**src/rtl/regfile_wb_arbiter.sv**
```systemverilog
// Write-back arbiter for the register file's single write port, with a
// per-register busy scoreboard. ALU and MEM producers are served round-robin.
module regfile_wb_arbiter #(
    parameter int DATA_W   = 64,
    parameter int ADDR_W   = 5,
    parameter int NUM_REGS = 32
) (
    input  logic                i_clk,
    input  logic                i_rst,
    input  logic                i_alu_valid,
    output logic                o_alu_ready,
    input  logic [ADDR_W-1:0]   i_alu_addr,
    input  logic [DATA_W-1:0]   i_alu_data,
    input  logic                i_mem_valid,
    output logic                o_mem_ready,
    input  logic [ADDR_W-1:0]   i_mem_addr,
    input  logic [DATA_W-1:0]   i_mem_data,
    output logic                o_regWrite_en,
    output logic [ADDR_W-1:0]   o_write_addr,
    output logic [DATA_W-1:0]   o_write_reg_data,
    input  logic                i_issue_valid,
    input  logic [ADDR_W-1:0]   i_issue_addr,
    input  logic [ADDR_W-1:0]   i_read_1_addr,
    input  logic [ADDR_W-1:0]   i_read_2_addr,
    output logic                o_rd1_busy,
    output logic                o_rd2_busy,
    output logic [NUM_REGS-1:0] o_busy_bits
);

    typedef enum logic {SRC_ALU = 1'b0, SRC_MEM = 1'b1} src_e;

    typedef struct packed {
        logic [ADDR_W-1:0] addr;
        logic [DATA_W-1:0] data;
    } wb_req_t;

    src_e                r_last_grant;
    logic                r_we;
    wb_req_t             r_wb;
    logic [NUM_REGS-1:0] r_busy;

    logic                w_grant_alu;
    logic                w_grant_mem;
    logic                w_hs;
    wb_req_t             w_sel;
    logic [NUM_REGS-1:0] w_busy_nxt;

    // ALU wins a contended cycle only if MEM was served last.
    assign w_grant_alu = !i_rst && i_alu_valid && (!i_mem_valid || r_last_grant == SRC_MEM);
    assign w_grant_mem = !i_rst && i_mem_valid && !w_grant_alu;
    assign w_hs        = w_grant_alu || w_grant_mem;
    assign w_sel       = w_grant_alu ? wb_req_t'{i_alu_addr, i_alu_data}
                                     : wb_req_t'{i_mem_addr, i_mem_data};

    assign o_alu_ready = w_grant_alu;
    assign o_mem_ready = w_grant_mem;

    // Issue-set has priority over commit-clear on the same register; reg 0 never busy.
    assign w_busy_nxt[0] = 1'b0;
    for (genvar g = 1; g < NUM_REGS; g++) begin : g_busy
        logic w_set;
        logic w_clr;
        assign w_set         = i_issue_valid && (i_issue_addr == ADDR_W'(g));
        assign w_clr         = r_we && (r_wb.addr == ADDR_W'(g));
        assign w_busy_nxt[g] = w_set || (r_busy[g] && !w_clr);
    end

    always_ff @(posedge i_clk) begin
        if (i_rst) begin
            r_last_grant <= SRC_MEM;
            r_we         <= 1'b0;
            r_wb         <= '0;
            r_busy       <= '0;
        end else begin
            r_busy <= w_busy_nxt;
            r_we   <= w_hs && (w_sel.addr != '0);
            if (w_hs) begin
                r_last_grant <= w_grant_alu ? SRC_ALU : SRC_MEM;
            end
            // Writes to register 0 are swallowed; the output bus keeps its last value.
            if (w_hs && (w_sel.addr != '0)) begin
                r_wb <= w_sel;
            end
        end
    end

    assign o_regWrite_en    = r_we;
    assign o_write_addr     = r_wb.addr;
    assign o_write_reg_data = r_wb.data;
    assign o_busy_bits      = r_busy;
    assign o_rd1_busy       = r_busy[i_read_1_addr];
    assign o_rd2_busy       = r_busy[i_read_2_addr];

endmodule

```
**config.mk**
```make
export PLATFORM = sky130hd
export DESIGN_NAME = regfile_wb_arbiter
export DESIGN_NICKNAME = d
export VERILOG_FILES = /design/src/rtl/regfile_wb_arbiter.sv
export SDC_FILE = /design/constraint.sdc
export NUM_CORES = 1
export LEC_CHECK = 0
export CAP_MARGIN = 20
export CORE_ASPECT_RATIO = 0.9
export CORE_MARGIN = 2
export CORE_UTILIZATION = 40
export DETAILED_ROUTE_END_ITERATION = 8
export GPL_ROUTABILITY_DRIVEN = 1
export PLACE_DENSITY_LB_ADDON = 0.12
export SYNTH_ARGS = -nofsm -noshare
export SYNTH_HDL_FRONTEND = slang
export SYNTH_SLANG_ARGS = --single-unit
```
**constraint.sdc**
```tcl
create_clock -name i_clk -period 2 [get_ports i_clk]
set_input_delay 0.4 -clock i_clk [delete_from_list [all_inputs] [get_ports i_clk]]
set_output_delay 0.4 -clock i_clk [all_outputs]
set_load 0.02 [all_outputs]
```
======== After elaboration in Yosys (flattened, before gate mapping) ========
Cells that the tools add are included.
word-level totals
  input port bits ......................... 158
  bits in registers ....................... 103
cells by class
  equality and inequality tests ........... 62
  reductions and logical operators ........ 166
  muxes and demuxes ....................... 6
  order comparisons ....................... 2
operators with widths
  cell                                                                          count
  5-bit == test, second input constant                                          32
  1-bit logical AND                                                             98
  5-bit by 4-bit == test with 1-bit output, second input constant               16
  69-bit two-way mux                                                            1
  5-bit by 3-bit == test with 1-bit output, second input constant               8
  1-bit logical NOT                                                             34
  1-bit logical OR                                                              33
  5-bit by 2-bit == test with 1-bit output, second input constant               4
  5-bit by 6-bit less-than comparator with 1-bit output, second input constant  2
  1-bit binary-select mux with 5-bit select                                     2
  5-bit by 1-bit == test with 1-bit output, second input constant               2
  5-bit nonzero test                                                            1
  1-bit two-way mux                                                             3

======== Depth between registers and ports, before layout ========
  depth in word-level cells ............... 7
  gate-level depth with buffers ........... 7
  mapped depth without buffers ............ 5

======== Worst setup path before layout ========
Ideal clock, no wire load.
  kind .................................... input-to-output
  from .................................... input port i_alu_valid
  to ...................................... output port o_mem_ready
  arrival time ............................ 1.949 ns
  path buffers ............................ 2
  slack ................................... -0.349 ns
  required time ........................... 1.600 ns
  stages on the path ...................... 6
  path through ............................ nor2b_1 > nand2_1 > buf_2 > buf_2 > inv_1 > nor3b_1
between the ends
  longest elaborated chain between the ends .. 4
RTL lines
  item                            RTL line  text
  start: declaration              10        input logic i_alu_valid,
  1-bit logical AND (2 in a row)  49        assign w_grant_alu = !i_rst && i_alu_valid && (!i_mem_valid || r_last_grant == SRC_MEM);
  via o_alu_ready                 11        output logic o_alu_ready,
  1-bit logical NOT               50        assign w_grant_mem = !i_rst && i_mem_valid && !w_grant_alu;
  1-bit logical AND               50
  end: declaration                15        output logic o_mem_ready,
The timed path passes the listed nets, and every way through them passes these cells.

======== Final worst setup path ========
  from .................................... input port i_read_1_addr[1]
  to ...................................... output port o_rd1_busy
between the ends
  longest elaborated chain between the ends .. 2
RTL lines
  item                                       RTL line  text
  start: declaration                         23        input logic [ADDR_W-1:0] i_read_1_addr,
  1-bit binary-select mux with 5-bit select  91        assign o_rd1_busy = r_busy[i_read_1_addr];
  1-bit two-way mux (not written as such)    91
  end: declaration                           25        output logic o_rd1_busy,
No other way between the ends. The select of a mux whose other input is x is not followed.

==> metrics.cfg <==
[run_status]
status = finished, violations left
violations = setup timing

[sta]
min_period_over_period = 1.09
fmax_ghz = 0.458
min_period_ps = 2180
setup_viol = 2
hold_violations = 0
finClkSkew_ps = 4.60
drv_slew = 0
hold_slack_ps = 418
rsz0062_at_grt = yes
timing.final.ws_setup_ps = -184
tightest_slew_ps = 568
slew_headroom = 0.621

[placement]
pre_cts_ws_ps = -953
gp_congestion = 0.887
port_buffers = 262
placed_area_mm2 = 0.00847
dp_hpwl_mm = 14.0

[detailed_routing]
drt_pass1_iterations = 4
drc_errors = 0
viasPerCell = 5.16
wl_mm = 17.5
wl_per_cell_um = 17.0
drtIter0Drc = 350
final_antenna_net_count = 0
vias = 5314

[floorplan]
core-area_mm2 = 0.0132
pin_count = 264
initial_core_util = 0.406
rows = 40
dieArea_mm2 = 0.0144
die_w_um = 126
die_y_um = 114

[global_routing]
grt_usage = 0.237
grt_overflow = 0
grt_pass1_wl_mm = 27.0
grt_max_degree = 53
antenna_found_initial = 1
grt_pass1_vias = 5357

[yosys]
synth.most_common_cell = mux2i_1
syn-num-nets = 717
avgSynthCellArea_um2 = 9.60
seq_area_frac_synth = 0.380
synth_cell_type_count = 41
yosysWarningCount = 0
synth_ff_type = dfxtp_1
yosys-top-cells-count = mux2i_1, dfxtp_1, nand2b_1, a21oi_1, nand2_1
async_reset_ff_frac = 0
synth_edf_count = 0
syn_area_mm2 = 0.00537
synth_top_area_frac = 0.380
synth.top_cells.by_area = dfxtp_1, mux2i_1, nand2b_1, a21oi_1, o21ai_0
synth_top_cell_by_area = dfxtp_1
ys_ff_latch = 102
postSynthCellCount = 559

[pwr]
seq_power_share = 0.395
leakagePower_nw = 3.90
switching_share = 0.282
p_per_area_mw_per_mm2 = 668
finalPower_mw = 5.96
peakVddDrop_v = 0.000442
intPower_mw = 4.27
switching_power_mw = 1.68
pwr-share-clk = 0.309
comb_power_share = 0.296

[clocking]
clock_latency_ps = 350
clock-sinks = 102
ctsHoldBuffers = 0
cts_tree = yes
clk_pin_slew_ps = 60
cts_buffers = 9
cts_root_buf = clkbuf_16
clock_path_buffers = 2
cts_max_level = 3
post-cts-setup-buffer-count = 0

[final_layout]
stdcell_area_mm2 = 0.00891
fin_nets = 1014
drive_gt1_frac = 0.128
synthToLayoutAreaGrowth_pct = 66.0

[setup_path]
max_stage_delay_ps = 360
startpoint_type = input pin
cp_slowest_cell = mux2_2
worst-path-buf-inv = 2
required_ps = 1600
crit_type = in2out
cp.arrival_ps = 1780
crit_path_end_kind = output pin
r2r_setup_slack_ps = 220
cp_top_family = buffers and inverters
regToRegEndpoint = o_write_addr[1]
crit_chain = dlygate4sd2_1, mux2_2, a221oi_1, or4_1, nand4_1, buf_4
path_max_fanout = 3
crit-reg2reg-launch = r_last_grant
ff2ff_path_depth = 7

[min_path]
hold_end = o_write_addr[1]
hold_path_class = in2reg
min_from = i_mem_addr[1]
worstHoldPathCells = 3

[job]
cap_violations = 0

-- power groups by stage --
stage / clock network, mW / logic, mW / registers, mW
after global placement: 0 / 1.70 / 2.39
after global routing: 1.96 / 1.87 / 2.38
after CTS: 1.89 / 1.73 / 2.36
after floorplan: 0 / 0.599 / 2.62
final: 1.84 / 1.76 / 2.36
after detailed placement: 0 / 1.73 / 2.40
-- timing repair --
item | 4_1_cts | 5_1_grt
resized for setup | 39 | 13
setup endpoints to repair | 4 | 49
cloned | 0 | 3
pin swaps | 1 | 2
-- worst min-delay path: stages --
cell and delay, ps:
dlymetal6s2s_1 100, mux2i_1 100, o32ai_2 110
-- metrics by stage --
stage                     setup TNS [ps]  instances   util
final                               -262       1030  0.675
after global routing                -424       1030  0.675
after CTS                           -284       1026  0.666
after detailed placement          -23060       1010  0.641
after global placement            -20910       1010  0.641
after floorplan                    -22.1        559      -
-- flip-flops by register name, indices dropped and copies added, names as in the netlist --
name / count
o_busy_bits: 31
o_regWrite_en: 1
o_write_addr: 5
o_write_reg_data: 64
r_last_grant: 1
-- logic make-up after synthesis --
kind of cell / share of synthesized area
other: 0.000699
flip-flops: 0.380
AND/OR/NAND/NOR: 0.176
multiplexers: 0.313
AO/OA/AOI/OAI: 0.0870
buffers and inverters: 0.0434
-- metal layers --
metal,up-vias,GRT usage,share of wire
met2,232,0.424,0.50
li1,2566,-,-
met5,-,0,0
met4,0,0.0601,0.018
met3,24,0.0797,0.092
met1,2492,0.274,0.39
-- worst max path at each step --
stage,startpoint,to,cells past startpoint
3_5_place_dp,i_read_1_addr[0],o_rd1_busy,6
4_1_cts,o_busy_bits[23],o_rd1_busy,5
5_1_grt,o_busy_bits[23],o_rd1_busy,5
3_3_place_gp,i_read_1_addr[0],o_rd1_busy,6
2_1_floorplan,i_alu_valid,o_mem_ready,6
6_report,i_read_1_addr[1],o_rd1_busy,6
-- area by class of cell --
type	count	area (µm²)
fill	1088	4300
multi-input combinational	414	3150
sequential	102	2050
inverter	5	18.8
clock buffer	12	267
clock inverter	4	53.8
tap	168	210
timing repair buffer	324	3160
antenna	1	2.50
-- layout by cell type (no fill, tap or decap), types with 3 or more instances in the layout --
cell type / netlist / routed
nand4_1: 4 / 4
mux2i_1: 152 / 152
nand2_1: 33 / 32
nor2b_1: 12 / 11
nand3_1: 18 / 18
clkbuf_16: 0 / 11
nor2_1: 9 / 9
inv_1: 4 / 4
buf_6: 0 / 5
a22oi_1: 4 / 4
dlygate4sd2_1: 0 / 3
dfxtp_1: 102 / 97
clkdlybuf4s50_1: 0 / 249
clkbuf_8: 0 / 3
o21ai_0: 32 / 32
a21oi_1: 37 / 37
buf_4: 6 / 53
dfxtp_2: 0 / 5
mux4_2: 6 / 6
buf_2: 4 / 4
nand2b_1: 79 / 78
Note: power is estimated with default switching activity, not from simulation.
